## src/rtl/ms_uart_apb_seq.sv

```systemverilog
// ms_uart_apb_seq: APB master sequencer that owns one ms_uart_apb slave.
// It writes the init sequence, polls RIS, then pushes TX bytes and drains RX
// bytes into a one-entry holding register. TX and RX share the bus by round-robin.
// Optional feature macro: MS_UART_SEQ_TIMEOUT_EN adds a PREADY timeout and a sticky err flag.
module ms_uart_apb_seq #(
    parameter logic [31:0] BASE_ADDR = 32'h0,
    parameter int unsigned TO_W      = 8
) (
    input  logic        PCLK,
    input  logic        PRESETn,
    input  logic        enable,
    input  logic [15:0] prescale,
    input  logic        tx_valid,
    input  logic [7:0]  tx_data,
    output logic        tx_ready,
    output logic        rx_valid,
    output logic [7:0]  rx_data,
    input  logic        rx_ready,
    output logic        PSEL,
    output logic        PENABLE,
    output logic        PWRITE,
    output logic [31:0] PADDR,
    output logic [31:0] PWDATA,
    input  logic        PREADY,
    input  logic [31:0] PRDATA,
    output logic        running,
    output logic        err
);
    localparam logic [31:0] A_DATA     = 32'h000;
    localparam logic [31:0] A_PRESCALE = 32'h004;
    localparam logic [31:0] A_CTRL     = 32'h100;
    localparam logic [31:0] A_RIS      = 32'h200;
    localparam logic [31:0] A_IM       = 32'h208;
    localparam logic [31:0] A_ICR      = 32'h20C;

    typedef enum logic [2:0] {S_IDLE, S_INIT, S_POLL, S_TX_WR, S_RX_RD, S_STOP} state_t;
    typedef enum logic [1:0] {PH_GAP, PH_SETUP, PH_ACCESS} phase_t;

    state_t      st, st_nx;
    phase_t      ph, ph_nx;
    logic [2:0]  init_idx, init_idx_nx;
    logic        rr_rx, rr_rx_nx;           // 1: RX wins the next tie
    logic        running_nx, rx_valid_nx;
    logic [7:0]  rx_data_nx;
    logic [31:0] addr_q, addr_nx, wdata_q, wdata_nx;
    logic        wr_q, wr_nx;
    logic        rx_ok, tx_ok, to_abort;
    logic        unused_prdata;

    assign PSEL     = (ph != PH_GAP);
    assign PENABLE  = (ph == PH_ACCESS);
    assign PWRITE   = wr_q;
    assign PADDR    = addr_q;
    assign PWDATA   = wdata_q;
    assign tx_ready = (st == S_TX_WR) && (ph == PH_ACCESS) && PREADY;

    // RIS decode, valid only on the PREADY cycle of a RIS read
    assign rx_ok = !PRDATA[4] && (!rx_valid || rx_ready);
    assign tx_ok = tx_valid && !PRDATA[0];
    assign unused_prdata = ^PRDATA[31:8];

    // state, bus request and holding registers
    always_ff @(posedge PCLK or negedge PRESETn) begin
        if (!PRESETn) begin
            st       <= S_IDLE;
            ph       <= PH_GAP;
            init_idx <= '0;
            rr_rx    <= 1'b1;
            running  <= 1'b0;
            rx_valid <= 1'b0;
            rx_data  <= '0;
            addr_q   <= '0;
            wdata_q  <= '0;
            wr_q     <= 1'b0;
        end else begin
            st       <= st_nx;
            ph       <= ph_nx;
            init_idx <= init_idx_nx;
            rr_rx    <= rr_rx_nx;
            running  <= running_nx;
            rx_valid <= rx_valid_nx;
            rx_data  <= rx_data_nx;
            addr_q   <= addr_nx;
            wdata_q  <= wdata_nx;
            wr_q     <= wr_nx;
        end
    end

    // sequencing: a new transfer is launched only from the PSEL=0 gap cycle
    always_comb begin
        st_nx       = st;
        ph_nx       = ph;
        init_idx_nx = init_idx;
        rr_rx_nx    = rr_rx;
        running_nx  = running;
        rx_valid_nx = rx_valid && !rx_ready;
        rx_data_nx  = rx_data;
        addr_nx     = addr_q;
        wdata_nx    = wdata_q;
        wr_nx       = wr_q;
        case (ph)
            PH_GAP: begin
                case (st)
                    S_IDLE: if (enable) begin
                        st_nx       = S_INIT;
                        init_idx_nx = '0;
                    end
                    S_INIT: begin
                        if (!enable) st_nx = S_STOP;
                        else begin
                            ph_nx = PH_SETUP;
                            wr_nx = 1'b1;
                            case (init_idx)
                                3'd0:    begin addr_nx = BASE_ADDR + A_CTRL;     wdata_nx = 32'h0;            end
                                3'd1:    begin addr_nx = BASE_ADDR + A_PRESCALE; wdata_nx = {16'h0, prescale}; end
                                3'd2:    begin addr_nx = BASE_ADDR + A_IM;       wdata_nx = 32'h0;            end
                                3'd3:    begin addr_nx = BASE_ADDR + A_ICR;      wdata_nx = 32'h3F;           end
                                default: begin addr_nx = BASE_ADDR + A_CTRL;     wdata_nx = 32'h1;            end
                            endcase
                        end
                    end
                    S_POLL: begin
                        if (!enable) st_nx = S_STOP;
                        else begin
                            ph_nx   = PH_SETUP;
                            wr_nx   = 1'b0;
                            addr_nx = BASE_ADDR + A_RIS;
                        end
                    end
                    // byte was committed at grant; tx_data is captured here
                    S_TX_WR: begin
                        ph_nx    = PH_SETUP;
                        wr_nx    = 1'b1;
                        addr_nx  = BASE_ADDR + A_DATA;
                        wdata_nx = {24'h0, tx_data};
                    end
                    S_RX_RD: begin
                        ph_nx   = PH_SETUP;
                        wr_nx   = 1'b0;
                        addr_nx = BASE_ADDR + A_DATA;
                    end
                    default: begin
                        ph_nx    = PH_SETUP;
                        wr_nx    = 1'b1;
                        addr_nx  = BASE_ADDR + A_CTRL;
                        wdata_nx = 32'h0;
                    end
                endcase
            end
            PH_SETUP: ph_nx = PH_ACCESS;
            default: begin
                if (PREADY) begin
                    ph_nx = PH_GAP;
                    case (st)
                        S_INIT: begin
                            if (!enable) st_nx = S_STOP;
                            else if (init_idx == 3'd4) begin
                                st_nx      = S_POLL;
                                running_nx = 1'b1;
                            end else init_idx_nx = init_idx + 3'd1;
                        end
                        S_POLL: begin
                            if (!enable) st_nx = S_STOP;
                            else if (rx_ok && (!tx_ok || rr_rx)) begin
                                st_nx    = S_RX_RD;
                                rr_rx_nx = 1'b0;
                            end else if (tx_ok) begin
                                st_nx    = S_TX_WR;
                                rr_rx_nx = 1'b1;
                            end
                        end
                        S_TX_WR: st_nx = S_POLL;
                        S_RX_RD: begin
                            st_nx       = S_POLL;
                            rx_valid_nx = 1'b1;
                            rx_data_nx  = PRDATA[7:0];
                        end
                        S_STOP: begin
                            st_nx      = S_IDLE;
                            running_nx = 1'b0;
                        end
                        default: st_nx = S_IDLE;
                    endcase
                end else if (to_abort) begin
                    ph_nx = PH_GAP;
                    if (st == S_INIT) begin
                        st_nx      = S_IDLE;
                        running_nx = 1'b0;
                    end else st_nx = S_POLL;
                end
            end
        endcase
    end

`ifdef MS_UART_SEQ_TIMEOUT_EN
    localparam logic [TO_W-1:0] TO_LAST = {{(TO_W-1){1'b1}}, 1'b0};
    logic [TO_W-1:0] to_cnt;
    logic            err_q;

    // abort on the (2^TO_W-1)th ACCESS cycle without PREADY
    assign to_abort = (ph == PH_ACCESS) && !PREADY && (to_cnt == TO_LAST);
    assign err      = err_q;

    // ACCESS cycle counter and sticky error flag
    always_ff @(posedge PCLK or negedge PRESETn) begin
        if (!PRESETn) begin
            to_cnt <= '0;
            err_q  <= 1'b0;
        end else begin
            to_cnt <= (ph == PH_ACCESS) ? to_cnt + 1'b1 : '0;
            if (to_abort) err_q <= 1'b1;
        end
    end
`else
    localparam int unsigned TO_W_UNUSED = TO_W;
    assign to_abort = 1'b0;
    assign err      = 1'b0;
`endif
endmodule

```

## config.mk

```make
export PLATFORM = sky130hd
export DESIGN_NAME = ms_uart_apb_seq
export DESIGN_NICKNAME = d
export VERILOG_FILES = /design/src/rtl/ms_uart_apb_seq.sv
export SDC_FILE = /design/constraint.sdc
export NUM_CORES = 1
export LEC_CHECK = 0
export BUFFER_PORTS_ARGS = -buffer_cell sky130_fd_sc_hd__buf_2
export CAP_MARGIN = 10
export CORE_MARGIN = 2
export CORE_UTILIZATION = 48
export CTS_CLUSTER_DIAMETER = 50
export DETAILED_ROUTE_END_ITERATION = 12
export PLACE_DENSITY = 0.89
export SYNTH_ARGS = -nofsm -noshare
export SYNTH_HDL_FRONTEND = slang
export SYNTH_SLANG_ARGS = --single-unit
```

## constraint.sdc

```tcl
create_clock -name PCLK -period 3.3 [get_ports PCLK]
set_clock_uncertainty 0.2 [all_clocks]
set_input_delay 0.66 -clock PCLK [delete_from_list [all_inputs] [get_ports PCLK]]
set_output_delay 0.66 -clock PCLK [all_outputs]
set_load 0.02 [all_outputs]
```

== Yosys cells after proc, flatten, opt, wreduce, memory -nomap -nowiden ==
Cells that the tools add are included.
Word-level totals
  input port bits: 62
  logic and storage cells: 114
  register bits: 84
  output and inout port bits: 79
Operators by class
  reduce and logical (&&, ||, !) cells: 35
  equal/unequal tests: 24
  bitwise gates (word level): 4
  $add $sub $neg: 1
  multiplexer cells: 40
Operators with widths (count)
  32-bit case mux with 4 select lines: 1
  32-bit 2-to-1 mux: 3
  32-bit case mux with 3 select lines: 1
  16-bit case mux with 3 select lines: 1
  3-bit 2-to-1 mux: 14
  10-bit case mux with 3 select lines: 1
  3-bit case mux with 2 select lines: 3
  7-bit AND reduction: 2
  3-bit by 2-bit == test with 1-bit output (second input constant): 4
  2-bit inequality test (second input constant): 5
  5-bit AND reduction: 2
  2-bit nonzero test: 5
  3-bit == test (second input constant): 3
  1-bit 2-to-1 mux: 9
  3-bit inequality test (second input constant): 3
  3-bit case mux with 3 select lines: 1
  3-bit AND reduction: 3
  2-bit case mux with 2 select lines: 2
  2-bit OR reduction: 4
  3-bit by 1-bit == test with 1-bit output (second input constant): 2
  1-bit logical AND: 6
  3-bit logical NOT: 2
  1-bit logical NOT: 5
  5-bit inequality test (second input constant): 1
  other kinds (15): 21

== Depth between registers and ports, before layout ==
Gate-level depths: netlist (run 1).
  depth in word-level cells: 10
  mapped depth: 7
  gate-level depth less buffers: 6

== Worst setup path after synthesis (run 1) ==
OpenSTA, ideal clock, no wires.
  path type: input port to output port
  from: input PREADY
  to: output tx_ready
  arrival: 1.463 ns
  stages on the path: 2
  data required time: 2.440 ns
  path slack: 0.977 ns
  buffers on the path: 0
  cells stage by stage: nand2_1 nor4_1
On the way
  longest elaborated chain between the ends: 1
Ends and longest elaborated chain
  from (decl): line 24  | input logic PREADY,
  1-bit logical AND: line 55  | assign tx_ready = (st == S_TX_WR) && (ph == PH_ACCESS) && PREADY;
  to (decl): line 15  | output logic tx_ready,
Every way passes these cells.

== Worst setup path after layout (run 1) ==
  from: register st[0]
  to: output tx_ready
On the way
  longest elaborated chain between the ends: 3
Ends and longest elaborated chain
  from (decl): line 39  | state_t st, st_nx;
  from (signal assigned): line 76  | st <= st_nx;
  3-bit by 2-bit == test with 1-bit output: line 55
  1-bit logical AND (2 in a row): line 55
Every way passes these cells.

==> results of run 1 <==
metrics by stage:
step | utilization (%) | std cells | hold WS (ns) | setup WS [ns]
finish | 57.53 | 387 | 0.2795 | 0.7577
global route | 57.53 | 387 | 0.3077 | 0.6811
CTS | 57.53 | 387 | 0.2847 | 0.7810
detailed placement | 54.91 | 379 | 0.2671 | 1.039
global placement | 54.91 | 379 | 0.2603 | 1.028
floorplan | - | 295 | 0.1644 | 0.9772
kinds of logic (layout without fill, tap and decap cells):
| group | Yosys count | count (layout) |
|---|---|---|
| buffers and inverters | 68 | 93 |
| adder cells (fa/ha/maj) | 6 | 6 |
| flip-flops | 40 | 40 |
| other | 1 | 45 |
| multiplexers | 9 | 9 |
| AO/OA/AOI/OAI | 58 | 58 |
| AND/OR/NAND/NOR | 69 | 69 |
path summary, 6_finish.rpt:
kind | start | end | slack, ns | cells after the start
min in group PCLK | PADDR[3] | PADDR[3] | 0.28 | 2
min | PRESETn | PWDATA[2] | 0.28 | 1
min reg2reg | PADDR[3] | PADDR[3] | 0.28 | 2
max reg2reg | st[2] | st[2] | 1.19 | 4
max in group asynchronous | PRESETn | init_idx[2] | 2.06 | 1
max | st[0] | tx_ready | 0.76 | 3
cells in the mapped netlist (all sizes together) (2+ instances only):
| master | number | area [µm²] |
|---|---|---|
| o31ai | 3 | 22.52 |
| nand4 | 4 | 31.28 |
| nand2 | 37 | 138.9 |
| o31a | 2 | 17.52 |
| buf | 57 | 411.7 |
| nor4 | 5 | 31.28 |
| inv | 11 | 41.29 |
| a21oi | 6 | 30.03 |
| ha | 5 | 62.56 |
| dfrtp | 39 | 975.9 |
| nor2b | 6 | 37.54 |
| nand2b | 2 | 20.02 |
| a22oi | 3 | 27.52 |
| mux2 | 8 | 90.09 |
| a221oi | 5 | 43.79 |
| o21ai | 25 | 128.9 |
| a22o | 2 | 17.52 |
| nand3 | 2 | 10.01 |
| nor2 | 4 | 22.52 |
| and2 | 2 | 12.51 |
routing by layer:
metal / GRT usage (%) / up-vias
li1: - / 914
met1: 20.68 / 862
met2: 29.43 / 83
met3: 3.882 / 10
met4: 7.212 / 0
met5: 0 / -
state kept, by name, summed over array words and instances (netlist names):
signal    count
PADDR         4
PWDATA       16
PWRITE        1
init_idx      3
ph            2
rr_rx         1
running       1
rx_data       8
rx_valid      1
st            3
worst reg2reg max path: cells and delay by family, from the launching register on:
family | cells | cell delay [ns]
simple gates | 2 | 0.49
compound gates | 1 | 0.36
mux | 1 | 0.34
flops | 1 | 0.60
layout make-up:
class / instances / share of cell area [%]
clock buffer: 7 / 3.476
clock inverter: 1 / 1.084
inverter: 11 / 1.490
multi-input combinational: 187 / 41.13
sequential: 40 / 36.16
tap: 67 / 3.025
timing repair buffer: 74 / 13.63
where the power goes:
part           switching, W  internal (W)  total, W
clock              0.000164      0.000267  0.000431
sequential         0.000170      0.000682  0.000852
combinational      0.000770      0.000484   0.00125
==> metrics.md, run 1 <==
| Metric | Value |
|---|---|
| First-pass GRT wire length | 7403 µm |
| Max frequency | 0.3933 GHz |
| Period utilisation layout | 77.04% |
| Port buffer count | 71 |
| Total negative setup slack | 0 ns |
| Pwr Density | 915.5 nW/µm² |
| Xor/xnor share of the synthesized area | 0% |
| DR WL/cell | 12.59 µm |
| # resized after CTS | 0 |
| Avg Vias per Cell | 4.829 |
| Ant diodes | 0 |
| Tot Pwr | 0.002537 W |
| Number of flops mapped to enable cells by yosys | 0 |
| Cell Rows | 25 |
| CTS max path bufs | 2 |
| Commonest cells after routing, fill and taps aside | buf_2, conb_1, dfrtp_1, nand2_1, o21ai_0 |
| Met1 Wirelength | 2106 µm |
| Seq/Total Area, Yosys | 41.25% |
| Synth cell types | 53 |
| Clock Latency Late Sink | 0.29 ns |
| Worst slew pin tran | 0.8820 ns |
| Core ar. | 4817 µm² |
| Final GP Congestion | 0.8329 |
| Area of the multi-input gates | 1140 µm² |
| CP Launch Type | flop |
| Total Die Area | 5648 µm² |
| Top delay family on crit path | flip-flops |
| Number of max-cap violations | 0 |
| CP arrival | 1.68 ns |
| Worst Path Buf+Inv | 1 |
| Fill cell count | 439 |
| Slew Limit Headroom | 41.20% |
| Hold Fails Final Rpt | 0 |
| Clock transition at path regs | 0.07 ns |
| Met3 routed WL | 326 µm |
| RSZ-0062 raised after global routing | no |
| Run status | complete, no violations |
| Final WL | 4872 µm |
| Post-synth top flop | dfrtp_1 |
| Layout cells sized above 1 | 33.13% |
| Max IR drop VDD | 0.0004620 V |
| Vias | 1869 |
| Vias in the first global route | 1671 |
| CTS sink count | 40 |
| Dpl cell area | 2645 µm² |
| Yosys warnings | 0 |
| Worst hold path type | primary input to asynchronous set/reset pin |
| Slowest-stage cell, CP | dfrtp_1 |
| Initial Util | 50.44% |
| Register area | 1002 µm² |
| Crit path max fanout | 16 |
| Critical path class | flop to output port |
| Critical Path Sink Type | output port |
| Fin crit period | 2.542 ns |
| P_leak | 1.425 nW |
| Largest family of logic cells by synthesized area | buffers and inverters |
| Fraction of the mapped netlist area in compound gates | 17.40% |
| CP peak stage delay | 0.74 ns |
| Design Area, Final | 2771 µm² |
| Synthesized area per cell | 9.681 µm² |
| DRC | 0 |
| Root Buffer | clkbuf_8 |
| Setup violators final | 0 |
| Synth Area in Simple Gates | 15.40% |
| Post-Syn Instances | 251 |
| Synthesized cell area | 2430 µm² |
| Fin nets | 386 |
| Post-CTS Setup Repair Bufs | 0 |
| DR iter-0 viols | 63 |
| Max layer used | met4 |
| Pin count of the biggest net entering global routing | 41 |
| CTS tree | done |
| Pre-antenna DRT Iters | 4 |
| GRT overflow | 0 |
| Required time of the critical path | 2.44 ns |
| H-tree depth | 2 |
| Commonest non-fill, non-tap cell in the layout | buf_2 |
| Final HPWL from detailed placement | 3585 µm |
| Worst-path cell chain | nand2b_4 > nor4_1 > buf_2 |
| # hold bufs at CTS | 0 |
| Area delta synth->final | 14.06% |
| Initial antenna violation count | 0 |
| Ys async rst share | 100.0% |
| Synth Area in Adders | 3.038% |
| Met2 WL | 2346 µm |
| Seq cells post-synth | 40 |
| Post-synthesis mux area share | 4.119% |
| Width of the die | 75.15 µm |
| # IOs | 141 |
| Gr usage total | 17.12% |
| Final Slew Violations | 0 |
| DRT antenna net count | 0 |
| CTS buffer count | 5 |
| Die H | 75.15 µm |
Note: power is estimated with default switching activity, not from simulation.
==> run 2: changes to the inputs <==
--- a/config.mk
+++ b/config.mk
@@ -8,10 +8,10 @@
 export BUFFER_PORTS_ARGS = -buffer_cell sky130_fd_sc_hd__buf_2
 export CAP_MARGIN = 10
 export CORE_MARGIN = 2
-export CORE_UTILIZATION = 48
+export CORE_UTILIZATION = 44
 export CTS_CLUSTER_DIAMETER = 50
 export DETAILED_ROUTE_END_ITERATION = 12
-export PLACE_DENSITY = 0.89
+export PLACE_DENSITY = 0.82
 export SYNTH_ARGS = -nofsm -noshare
 export SYNTH_HDL_FRONTEND = slang
 export SYNTH_SLANG_ARGS = --single-unit
==> constraint.sdc (replaced) <==
create_clock -name PCLK -period 2.41 [get_ports PCLK]
set_clock_uncertainty 0.2 [all_clocks]
set_input_delay 0.482 -clock PCLK [delete_from_list [all_inputs] [get_ports PCLK]]
set_output_delay 0.482 -clock PCLK [all_outputs]
set_load 0.02 [all_outputs]
==> run 2 against run 1 <==
Effect of this change: hold slack worse by 0.23 ns; combinational power up 41%; critical endpoint unchanged; first-iteration DRC count down 33%.
==> metrics.md, run 2 (synthesis results as in run 1) <==
| Metric | Value |
|---|---|
| Fin crit period | 2.231 ns |
| Initial antenna violation count | 0 (unchanged) |
| Critical Path Sink Type | output port |
| FF-to-FF path depth | 4 (unchanged) |
| Port buffer count | 71 (unchanged) |
| CTS buffer count | 5 (unchanged) |
| Vias in the first global route | 1766 (+5.7%) |
| Fill cell count | 510 (+16%) |
| Pre-antenna DRT Iters | 4 (unchanged) |
| P_leak | 1.440 nW (+1.0%) |
| DR iter-0 viols | 42 (-33%) |
| Root Buffer | clkbuf_8 |
| Gr usage total | 16.64% (-0.49 points) |
| Global Route met1 Usage | 21.23% (+0.55 points) |
| Die H | 78.31 µm (+4.2%) |
| Max frequency | 0.4482 GHz |
| Met3 Usage GRT | 4.023% (+0.14 points) |
| Worst reg2reg startpoint | st[2] |
| Tot Pwr | 0.003471 W (+37%) |
| Core ar. | 5405 µm² (+12%) |
| FF-to-FF End | st[2] |
| CP endpoint | tx_ready |
| CP Launch Type | flop |
| Crit path max fanout | 14 (-2) |
| Initial Util | 44.95% (-5.5 points) |
| Final Slew Violations | 0 (unchanged) |
| Pwr Density | 1241 nW/µm² (+36%) |
| Cell Rows | 27 (+8.0%) |
| Worst reg2reg setup slack | 0.40 ns (-0.79 ns) |
| RSZ-0062 raised after global routing | no |
| Total negative setup slack | 0 ns (unchanged) |
| Final GP Congestion | 0.8624 (+3.5%) |
| CTS max path bufs | 2 (unchanged) |
| Clock Latency Late Sink | 0.29 ns (about the same) |
| Commonest cells after routing, fill and taps aside | buf_2, conb_1, dfrtp_1, nand2_1, o21ai_0 |
| Pin count of the biggest net entering global routing | 41 (unchanged) |
| # IOs | 141 (unchanged) |
| Worst hold path type | primary input to asynchronous set/reset pin |
| Run status | complete, no violations |
| DRT antenna net count | 0 (unchanged) |
| Number of max-cap violations | 0 (unchanged) |
| Vias | 1923 (+2.9%) |
| CTS tree | done |
| Fin nets | 391 (+1.3%) |
| Commonest non-fill, non-tap cell in the layout | buf_2 |
| H-tree depth | 2 (unchanged) |
| DRC | 0 (unchanged) |
| Layout cells sized above 1 | 34.15% (+1.0 points) |
| Hold Fails Final Rpt | 0 (unchanged) |
| Global routing usage on met2 | 28.53% (-0.90 points) |
| Final WL | 4960 µm (+1.8%) |
| Critical path class | flop to output port |
| First-pass GRT wire length | 8217 µm (+11%) |
| CTS sink count | 40 (unchanged) |
| Final HPWL from detailed placement | 3743 µm (+4.4%) |
| Area delta synth->final | 15.14% |
| CP arrival | 1.55 ns (-0.13 ns) |
| Avg Vias per Cell | 4.844 (+0.30%) |
| Max FFs per register | 16 (unchanged) |
| Total Die Area | 6132 µm² (+8.6%) |
| DR WL/cell | 12.49 µm (-0.76%) |
| Period utilisation layout | 92.58% |
| Clock transition at path regs | 0.08 ns (about the same) |
| Finished Layout Cells | 397 (+2.6%) |
| Max IR drop VDD | 0.0007024 V (+52%) |
| Required time of the critical path | 1.73 ns (-0.71 ns) |
| Dpl cells | 389 (+2.6%) |
| GRT overflow | 0 (unchanged) |
| Setup violators final | 0 (unchanged) |
| Ant diodes | 0 (unchanged) |
| Gr busiest metal | met2 |
| Width of the die | 78.31 µm (+4.2%) |
| Worst Setup SP | st[2] |
| # hold bufs at CTS | 0 (unchanged) |
## run 2: changes by cell type in the layout (fill, tap and decap cells not counted), sizes merged
cell | before | now
clkbuf | 7 | 6
buf | 74 | 79
clkinv | 0 | 1
## run 2: per-layer routing
metal | routed length [µm] | vias to the layer above
met5 | 0 | -
li1 | - | 928
met2 | 2346 | 86
met1 | 2197 | 900
met4 | 68 | 0
met3 | 347 | 9
## run 2: worst min-delay path by stage
stage / endpoint / slack, ns / cells past startpoint
2_1_floorplan: PADDR[2] / -0.01 / 0
3_3_place_gp: PADDR[3] / 0.26 / 2
3_5_place_dp: PWDATA[0] / 0.26 / 2
4_1_cts: rx_data[5] / 0.06 / 2
5_1_grt: rx_data[7] / 0.08 / 2
6_report: rx_data[7] / 0.05 / 2
## run 2: critical path, stage by stage (launching register included)
cell	delay [ns]
dfrtp_1	0.54
nand2b_4	0.26
nor4_1	0.24
buf_2	0.23
## run 2: final cells by class
cell class	count	area, µm²	share of cell area [%]
clock buffer	6	72.57	2.594
clock inverter	2	35.03	1.252
inverter	11	41.29	1.476
multi-input combinational	187	1140	40.74
sequential	40	1003	35.87
tap	72	90.09	3.220
timing repair buffer	79	415.4	14.85
## run 2: repair_timing
item	4_1_cts	5_1_grt
buffers inserted	0	0
resized for setup	0	1
endpoints found under the setup margin	0	1
## run 2: report_power, final
part           internal [W]  switching [W]
registers          0.000936       0.000238
logic              0.000697        0.00107
clock network      0.000307       0.000226
total               0.00194        0.00153
## run 2: per-stage QoR
| step | setup slack (ns) | cell area [µm²] | util [%] | hold slack, ns |
|---|---|---|---|---|
| final | 0.1788 | 2798 | 51.76 | 0.04882 |
| after global routing | 0.02281 | 2798 | 51.76 | 0.07751 |
| after CTS | 0.09128 | 2796 | 51.74 | 0.06035 |
| after detailed placement | 0.3829 | 2689 | 49.75 | 0.2578 |
| after global placement | 0.3991 | 2689 | 49.75 | 0.2611 |
| after floorplan | 0.2934 | 2595 | - | -0.01359 |
